<file path="config.mk">
export PLATFORM = sky130hd
export DESIGN_NAME = gate_op_scheduler
export DESIGN_NICKNAME = d
export VERILOG_FILES = /design/src/rtl/gate_ops_pkg.sv /design/src/rtl/gate_alu.sv /design/src/rtl/gate_op_scheduler.sv
export SDC_FILE = /design/constraint.sdc
export NUM_CORES = 1
export LEC_CHECK = 0
export BUFFER_PORTS_ARGS = -buffer_cell sky130_fd_sc_hd__buf_2
export CORE_ASPECT_RATIO = 1.4
export CORE_MARGIN = 1.5
export CORE_UTILIZATION = 47
export CTS_CLUSTER_DIAMETER = 60
export DETAILED_ROUTE_END_ITERATION = 7
export PLACE_DENSITY = 0.78
export SYNTH_ARGS = -nofsm -noshare
export SYNTH_HDL_FRONTEND = slang
export SYNTH_SLANG_ARGS = --single-unit
</file>
<file path="constraint.sdc">
create_clock -name clk -period 1.8 [get_ports clk]
set_input_delay 0.09 -clock clk [delete_from_list [all_inputs] [get_ports clk]]
set_output_delay 0.09 -clock clk [all_outputs]
set_load 0.005 [all_outputs]
</file>
<file path="src/rtl/gate_ops_pkg.sv">
// gate_ops_pkg
//   Shared definitions for the gate operation scheduler and its gate unit:
//   opcode width, opcode enumeration and scheduler FSM state enumeration.
package gate_ops_pkg;

   localparam int OP_W = 3;

   typedef enum logic [OP_W-1:0] {
      OP_AND  = 3'd0,
      OP_OR   = 3'd1,
      OP_NAND = 3'd2,
      OP_NOR  = 3'd3,
      OP_XOR  = 3'd4,
      OP_XNOR = 3'd5,
      OP_NOT  = 3'd6,
      OP_RSVD = 3'd7
   } op_e;

   typedef enum logic [1:0] {
      ST_IDLE = 2'd0,
      ST_EXEC = 2'd1,
      ST_RESP = 2'd2
   } state_e;

endpackage

</file>
<file path="src/rtl/gate_alu.sv">
// gate_alu
//   Purely combinational basic-gate unit, shared by the scheduler.
//   Ports:
//     op   in  OP_W   opcode (see op_e)
//     a    in  WIDTH  operand A
//     b    in  WIDTH  operand B (unused for NOT)
//     y    out WIDTH  result; zero for the reserved opcode
//     err  out 1      high for the reserved opcode
module gate_alu
   import gate_ops_pkg::*;
#(
   parameter int WIDTH = 8
) (
   input  logic [OP_W-1:0]  op,
   input  logic [WIDTH-1:0] a,
   input  logic [WIDTH-1:0] b,
   output logic [WIDTH-1:0] y,
   output logic             err
);

   always_comb begin
      y   = '0;
      err = 1'b0;
      case (op_e'(op))
         OP_AND:  y = a & b;
         OP_OR:   y = a | b;
         OP_NAND: y = ~(a & b);
         OP_NOR:  y = ~(a | b);
         OP_XOR:  y = a ^ b;
         OP_XNOR: y = ~(a ^ b);
         OP_NOT:  y = ~a;
         default: err = 1'b1;
      endcase
   end

endmodule

</file>
<file path="src/rtl/gate_op_scheduler.sv">
// gate_op_scheduler
//   Round-robin scheduler sharing one gate_alu between N_REQ requesters.
//   A granted request is captured, executed for one cycle and returned as a
//   registered, tagged response held until the consumer accepts it.
//   Ports:
//     clk, rst_n            clock, asynchronous active-low reset
//     req_valid/req_ready   per-requester handshake (at most one ready high)
//     req_op/req_a/req_b    packed per-requester opcode and operands
//     rsp_valid/rsp_ready   response handshake
//     rsp_id/rsp_data/rsp_err  owner index, result, reserved-opcode flag
module gate_op_scheduler
   import gate_ops_pkg::*;
#(
   parameter  int N_REQ = 4,
   parameter  int WIDTH = 8,
   localparam int ID_W  = $clog2(N_REQ)
) (
   input  logic                    clk,
   input  logic                    rst_n,
   input  logic [N_REQ-1:0]        req_valid,
   output logic [N_REQ-1:0]        req_ready,
   input  logic [OP_W*N_REQ-1:0]   req_op,
   input  logic [WIDTH*N_REQ-1:0]  req_a,
   input  logic [WIDTH*N_REQ-1:0]  req_b,
   output logic                    rsp_valid,
   input  logic                    rsp_ready,
   output logic [ID_W-1:0]         rsp_id,
   output logic [WIDTH-1:0]        rsp_data,
   output logic                    rsp_err
);

   state_e            state_q, state_d;
   logic [ID_W-1:0]   last_grant_q, last_grant_d;
   logic [OP_W-1:0]   op_q, op_d;
   logic [WIDTH-1:0]  a_q, a_d;
   logic [WIDTH-1:0]  b_q, b_d;
   logic [ID_W-1:0]   id_q, id_d;
   logic [ID_W-1:0]   rsp_id_q, rsp_id_d;
   logic [WIDTH-1:0]  rsp_data_q, rsp_data_d;
   logic              rsp_err_q, rsp_err_d;

   logic              win_found;
   logic [ID_W-1:0]   win_idx;
   logic              accept;
   logic [WIDTH-1:0]  alu_y;
   logic              alu_err;

   // Round-robin search starting just after the last granted requester.
   always_comb begin
      int idx;
      win_found = 1'b0;
      win_idx   = '0;
      idx       = 0;
      for (int k = 1; k <= N_REQ; k++) begin
         idx = int'(last_grant_q) + k;
         if (idx >= N_REQ) idx = idx - N_REQ;
         if (!win_found && req_valid[idx]) begin
            win_found = 1'b1;
            win_idx   = ID_W'(idx);
         end
      end
   end

   assign accept = (state_q == ST_IDLE) && win_found;

   // Ready is gated by rst_n so it is forced low while reset is asserted,
   // even though it is otherwise combinational from req_valid.
   for (genvar gi = 0; gi < N_REQ; gi++) begin : g_ready
      assign req_ready[gi] = rst_n && accept && (win_idx == ID_W'(gi));
   end

   // FSM: state register
   always_ff @(posedge clk or negedge rst_n) begin
      if (!rst_n) state_q <= ST_IDLE;
      else        state_q <= state_d;
   end

   // FSM: next state
   always_comb begin
      state_d = state_q;
      case (state_q)
         ST_IDLE: if (win_found) state_d = ST_EXEC;
         ST_EXEC: state_d = ST_RESP;
         ST_RESP: if (rsp_ready) state_d = ST_IDLE;
         default: state_d = ST_IDLE;
      endcase
   end

   // FSM: outputs
   always_comb begin
      rsp_valid = (state_q == ST_RESP);
   end

   gate_alu #(.WIDTH(WIDTH)) u_alu (
      .op  (op_q),
      .a   (a_q),
      .b   (b_q),
      .y   (alu_y),
      .err (alu_err)
   );

   // Capture on accept, register the result in EXEC; response registers
   // otherwise hold, which keeps the outputs stable under backpressure.
   always_comb begin
      last_grant_d = last_grant_q;
      op_d         = op_q;
      a_d          = a_q;
      b_d          = b_q;
      id_d         = id_q;
      rsp_id_d     = rsp_id_q;
      rsp_data_d   = rsp_data_q;
      rsp_err_d    = rsp_err_q;
      if (accept) begin
         last_grant_d = win_idx;
         id_d         = win_idx;
         op_d         = req_op[int'(win_idx)*OP_W +: OP_W];
         a_d          = req_a[int'(win_idx)*WIDTH +: WIDTH];
         b_d          = req_b[int'(win_idx)*WIDTH +: WIDTH];
      end
      if (state_q == ST_EXEC) begin
         rsp_id_d   = id_q;
         rsp_data_d = alu_y;
         rsp_err_d  = alu_err;
      end
   end

   always_ff @(posedge clk or negedge rst_n) begin
      if (!rst_n) begin
         last_grant_q <= ID_W'(N_REQ - 1);
         op_q         <= '0;
         a_q          <= '0;
         b_q          <= '0;
         id_q         <= '0;
         rsp_id_q     <= '0;
         rsp_data_q   <= '0;
         rsp_err_q    <= 1'b0;
      end else begin
         last_grant_q <= last_grant_d;
         op_q         <= op_d;
         a_q          <= a_d;
         b_q          <= b_d;
         id_q         <= id_d;
         rsp_id_q     <= rsp_id_d;
         rsp_data_q   <= rsp_data_d;
         rsp_err_q    <= rsp_err_d;
      end
   end

   assign rsp_id   = rsp_id_q;
   assign rsp_data = rsp_data_q;
   assign rsp_err  = rsp_err_q;

endmodule

</file>
# Word-level counts from Yosys, hierarchy flattened
# Index checks and enable logic that the tools add are counted.
# word_totals
ff_bits,36
out_inout_bits,16
inputBits,83
wordCells,95
# classes
add_sub_neg,8
shifts,3
n_reduce_logical,17
n_bitwise,7
multipliers,1
order_cmp,8
mux,29
eq_ne,13
# op_table
op,count
$lt 32x4->1 const B,4
$mux 32,4
$shiftx 32x6->8,2
$pmux 8 s7,1
$not 8->8,4
$mux 1,13
$mux 2,6
$shiftx 12x5->3,1
$sub 3x3->4 const B,3
$eq 3x3->1 const B,3
$ge 3x3->1 const B,3
$logic_and 1x1->1,9
$and 8x8->8,1
$bmux 1 s2,4
$or 8x8->8,1
$xor 8x8->8,1
$reduce_or 7->1,1
$add 2x2->3 const B,2
$eq 2x2->1 const B,3
$eq 3x2->1 const B,2
$pmux 2 s3,1
$sub 4x3->5 const B,1
$add 2x3->4 const B,1
$eq 2x1->1 const B,2
other kinds (10),13

# Depth between registers and ports, before layout
# depth
ltp_word,19
mapped_depth,7
ltp_nobuf,7

# Hierarchy
# Synthesis repeated with hierarchy kept, for this count alone.
# unflattened
hier_cells,300
area_unflattened_um2,2796.4
# by_module_without_submodules
module,area_each_um2,seq_area_each_um2,cells_each,instances
gate_op_scheduler,2084.5,903.4,207,1
gate_alu,711.9,0.0,93,1

# Least setup slack after synthesis
# No wires, ideal clock.
# synth_timing
path_type,register -> register
start,register last_grant_q[0]
end,register a_q[0]
path_slack_ns,0.067
t_required_ns,1.670
arrival_time_ns,1.603
path_stages_with_launch,8
n_path_buf,2
setup_ns,0.130
period_less_slack_ns,1.733
path_cell_list,dfstp_2 -> and3b_1 -> o31ai_4 -> buf_6 -> inv_2 -> nand2_4 -> buf_6 -> o221ai_2
# synth_between
elab_chain_len,17
elab_cells_between_ends,44
classes_between,8 x add/sub; 4 x order compare; 1 x shift; 24 x mux; 7 x reduce/logical
# synth_rtl
element,line,rtl
from (decl),gate_op_scheduler.sv:33,"logic [ID_W-1:0] last_grant_q, last_grant_d;"
from (signal assigned),gate_op_scheduler.sv:129,last_grant_q <= ID_W'(N_REQ - 1);
from (signal assigned),gate_op_scheduler.sv:138,last_grant_q <= last_grant_d;
$add 2x1->3,gate_op_scheduler.sv:55,idx = int'(last_grant_q) + k;
$sub 3x3->4 / $ge 3x3->1 (equally long branches),gate_op_scheduler.sv:56,if (idx >= N_REQ) idx = idx - N_REQ;
$mux 32,gate_op_scheduler.sv:56,
$bmux 1 s2,gate_op_scheduler.sv:57,if (!win_found && req_valid[idx]) begin
$mux 1 (not written as such) (2 in a row),gate_op_scheduler.sv:57,
$mux 1,gate_op_scheduler.sv:57,
$logic_not 1->1,gate_op_scheduler.sv:57,
$logic_and 1x1->1,gate_op_scheduler.sv:57,
$mux 1,gate_op_scheduler.sv:57,
$logic_not 1->1,gate_op_scheduler.sv:57,
$logic_and 1x1->1,gate_op_scheduler.sv:57,
$mux 1,gate_op_scheduler.sv:57,
$logic_not 1->1,gate_op_scheduler.sv:57,
$logic_and 1x1->1,gate_op_scheduler.sv:57,
$mux 2 / $mux 1 (equally long branches),gate_op_scheduler.sv:57,
$shiftx 32x6->8 / $logic_and 1x1->1 (equally long branches),"gate_op_scheduler.sv:117, gate_op_scheduler.sv:64",
to (signal assigned),gate_op_scheduler.sv:131,a_q <= '0;
to (signal assigned),gate_op_scheduler.sv:140,a_q <= a_d;
to (decl),gate_op_scheduler.sv:35,"logic [WIDTH-1:0] a_q, a_d;"
# Several ways; a longest one is shown, not always the timed one. The select of a mux whose other input is x is not followed.
# A chain may end at the register's enable or synchronous reset.

# Worst setup path in the final report
# layout_timing
start,register last_grant_q[1]
end,register a_q[7]
# Same word-level chain as after synthesis.

==> impl_metrics.toml <==
[power]
cellPowerDensity_mw_per_mm2 = 1740
p_clk_frac = 0.089
power.share.sequential = 0.221
comb_power_share = 0.691
power.switching_w = 0.00298
max-vdd-ir-drop_mv = 0.831
p_int_w = 0.00400
p_sw_frac = 0.427
leakage_nw = 1.89

[synthesis]
avgSynthCellArea_um2 = 9.91
synth.top_cell.area_share = 0.281
library_cell_occupying_the_most_area_in_the_post_synthesis_netlist = "sky130_fd_sc_hd__dfrtp_1"
synth_seq_cells = 36
netlist_top_cells_count = "sky130_fd_sc_hd__nand3_1 (42), sky130_fd_sc_hd__dfrtp_1 (34), sky130_fd_sc_hd__mux2_2 (22), sky130_fd_sc_hd__inv_1 (21), sky130_fd_sc_hd__mux2i_1 (21)"
yosys_warnings = 0
netlist_top_cells_area = "sky130_fd_sc_hd__dfrtp_1 (28%), sky130_fd_sc_hd__mux2_2 (8.2%), sky130_fd_sc_hd__o221ai_2 (7.9%)"
synth_most_common_cell = "sky130_fd_sc_hd__nand3_1"
ys_async_sr_fraction = 1.00
syn_area_mm2 = 0.00303
synth-edff-count = 0
synthesized_netlist_net_count = 405
synth_flop_cell = "sky130_fd_sc_hd__dfrtp_1"
seq_area_frac_synth = 0.298
postSynthCellCount = 306
synthDistinctLibCells = 42

[worst_setup_path]
r2r_setup_slack_ns = -0.21
critical_path.reg2reg.startpoint = "last_grant_q[1]$_DFFE_PN1P_"
critical_path.endpoint_type = "flip-flop"
rr_worst_depth = 7
worst-setup-path-type = "flip-flop to flip-flop"
critical_path.reg2reg.endpoint = "a_q[7]$_DFFE_PN0P_"
timing.critical_path.required_ns = 1.95
cp_data_arrival_time_ns = 2.16
maximum_net_fanout_on_the_critical_path = 8
worstSetupStartpointType = "flip-flop"
worst_setup_path_start = "last_grant_q[1]$_DFFE_PN1P_"

[route]
firstDrtPassIters = 4
drt-initial-drc-count = 109
via_count_of_the_routed_design = 2745
detail_route.drc_violations = 0
wl_per_cell_um = 16.2
route.detailed.vias_per_inst = 5.58
postRouteAntennaNets = 0
postRouteWirelength_mm = 7.95

[grt]
groute.usage.overall = 0.205
grt_first_pass_wirelength_mm = 11.7
grt_start_max_net_pins = 51
antenna_found_initial = 0
overflow = 0
vias_in_the_first_global_route = 2553

[floorplan]
die_area_mm2 = 0.00695
die_w_um = 70.9
floorplan.die.height_um = 98.0
coreArea_mm2 = 0.00621
core.rowCount = 34
start_util = 0.488
ios = 99

[cts]
ctsLongestPathBuffers = 2
skew_pair_late_insertion_delay_ns = 0.28
tritoncts.num_buffers = 5
clock-root-buffer = "sky130_fd_sc_hd__clkbuf_8"
numClockSinks = 36
cts.reportedPaths.clkPinSlew_ns = 0.07
cts.htree.levels = 2
cts_tree = "yes"

[timing]
relSlewSlack = 0.641
worst_pin_slew_ns = 0.537
layout_setup_ws_ns = -0.207
hold_viol_final = 0
final_period_minus_worst_setup_slack_ns = 2.01
fmax_mhz = 498
layout_worst_path_cycle_share = 1.11
unrepaired_setup_endpoints_after_global_routing = "true"
timing.clock.skew_ns = 0.00531
setup_total_negative_slack_ns = -3.25
finalMaxSlewViolations = 0
finalSetupViolCount = 25

[final_layout]
layout-drive-gt1-share = 0.493
num-fill-cells = 472
area_delta_synth_final_pct = 32.6
diodes = 0
total_nets_final = 519
final_core_density = 0.648

[place]
port-buffer-count = 98
place_hpwl_mm = 5.37
gpl.final_weighted_congestion = 0.867

[status]
violations = "setup timing"
outcome = "finished, violations left"

[hold_path]
hold-path-cell-count = 3
hold_path_class = "input pin to flip-flop"
hold_path_startpoint = "req_b[31]"
timing.hold.worst_endpoint = "b_q[7]$_DFFE_PN0P_"

[run]
maxCapViolations = 0
==> power by group through the flow <==
stage	logic (W)	registers, W	clock network, W
after floorplan	0.00342	0.00147	0
after global placement	0.00396	0.00151	0
after detailed placement	0.00409	0.00153	0
after CTS	0.00431	0.00152	0.000628
after global routing	0.00528	0.00158	0.000666
final	0.00482	0.00154	0.000619
==> logic make-up after synthesis <==
| logic type | count (synthesis) | synth area share |
|---|---|---|
| compound gates | 62 | 0.201 |
| xor+xnor | 13 | 0.0375 |
| fa+ha+maj | 16 | 0.0660 |
| buf+inv | 48 | 0.0994 |
| flops | 36 | 0.298 |
| mux | 43 | 0.151 |
| simple gates | 88 | 0.147 |
==> timing repair <==
| action | 4_1_cts | 5_1_grt |
|---|---|---|
| resized for setup | 8 | 35 |
| endpoints found under the hold margin | 17 | 0 |
| setup endpoints to repair | 19 | 25 |
| pin swaps | 2 | 2 |
| gates cloned | 1 | 2 |
| hold buffers | 2 | 0 |
| buffers inserted | 4 | 10 |
==> flip-flops by register name, summed over array words and instances, names as in the netlist <==
register / count
a_q: 8
op_q: 3
rsp_id: 2
rsp_data: 8
b_q: 8
state_q: 2
id_q: 2
rsp_err: 1
last_grant_q: 2
==> layout by cell type, fill, tap and decap left out, types with 2 or more instances in the layout <==
cell                             n
sky130_fd_sc_hd__nor2b_1         4
sky130_fd_sc_hd__buf_2          98
sky130_fd_sc_hd__buf_4          21
sky130_fd_sc_hd__ha_1           16
sky130_fd_sc_hd__o22ai_1         3
sky130_fd_sc_hd__a21oi_1         2
sky130_fd_sc_hd__dfstp_2         2
sky130_fd_sc_hd__xnor2_1        10
sky130_fd_sc_hd__buf_12          5
sky130_fd_sc_hd__mux2i_1        10
sky130_fd_sc_hd__o21ai_0        13
sky130_fd_sc_hd__clkbuf_8        7
sky130_fd_sc_hd__o221ai_1        4
sky130_fd_sc_hd__nand3_1        41
sky130_fd_sc_hd__dlygate4sd3_1   2
sky130_fd_sc_hd__o22a_1          3
sky130_fd_sc_hd__nand2_1        17
sky130_fd_sc_hd__a22o_1          3
sky130_fd_sc_hd__mux2_4         13
sky130_fd_sc_hd__mux2i_2         9
sky130_fd_sc_hd__a221oi_1        2
sky130_fd_sc_hd__a31oi_1         2
sky130_fd_sc_hd__xor2_1          3
sky130_fd_sc_hd__nor2_1         10
sky130_fd_sc_hd__o221ai_2       16
sky130_fd_sc_hd__o211ai_2        3
sky130_fd_sc_hd__mux2_2          9
sky130_fd_sc_hd__mux2i_4         2
sky130_fd_sc_hd__nand2_4         2
sky130_fd_sc_hd__a21oi_2         2
sky130_fd_sc_hd__inv_1          21
sky130_fd_sc_hd__nand2b_1        5
sky130_fd_sc_hd__dfrtp_1        34
sky130_fd_sc_hd__a22oi_1         3
sky130_fd_sc_hd__a2bb2oi_1       2
sky130_fd_sc_hd__buf_6           3
==> how the worst max path moves through the flow <==
stage | to | slack (ns) | cells after the start
after detailed placement | b_q[0]$_DFFE_PN0P_ | -0.01 | 6
final | a_q[7]$_DFFE_PN0P_ | -0.21 | 7
after floorplan | a_q[0]$_DFFE_PN0P_ | 0.07 | 7
after CTS | b_q[0]$_DFFE_PN0P_ | -0.13 | 7
after global routing | a_q[7]$_DFFE_PN0P_ | -0.31 | 7
after global placement | b_q[1]$_DFFE_PN0P_ | 0.02 | 6
==> final cells by class <==
cell class	count	area, um2	area share
flip-flops and latches	36	903	0.225
multi-input cells	222	1970	0.490
repair buffers	132	870	0.216
well taps	72	90.1	0.0224
clock buffers	7	96.3	0.0240
inverters	23	91.3	0.0227
==> worst max-delay path, stage by stage (launching register included) <==
cell	delay (ns)
sky130_fd_sc_hd__dfstp_2	0.63
sky130_fd_sc_hd__nand2b_4	0.16
sky130_fd_sc_hd__a21oi_2	0.07
sky130_fd_sc_hd__o221ai_4	0.30
sky130_fd_sc_hd__buf_6	0.17
sky130_fd_sc_hd__clkbuf_16	0.16
sky130_fd_sc_hd__mux2i_1	0.26
sky130_fd_sc_hd__o221ai_2	0.12
==> metrics by stage <==
stage | power [W] | setup slack [ns] | hold slack [ns] | instance area, um2 | cells
finish | 0.00699 | -0.207 | 0.108 | 4020 | 492
detailed placement | 0.00563 | -0.0145 | 0.0562 | 3550 | 466
CTS | 0.00646 | -0.132 | 0.0981 | 3750 | 480
global placement | 0.00547 | 0.0224 | 0.0530 | 3550 | 466
floorplan | 0.00489 | 0.0670 | -0.206 | 3030 | 306
global route | 0.00753 | -0.307 | 0.105 | 4020 | 492
==> per-layer routing <==
layer | up-vias | part of all wire | track usage
li1 | 1340 | - | -
met1 | 1288 | 0.39 | 0.251
met2 | 100 | 0.54 | 0.370
met3 | 17 | 0.043 | 0.0289
met4 | 0 | 0.027 | 0.0595
met5 | - | 0 | 0
Power figures use the tool's default switching activity.
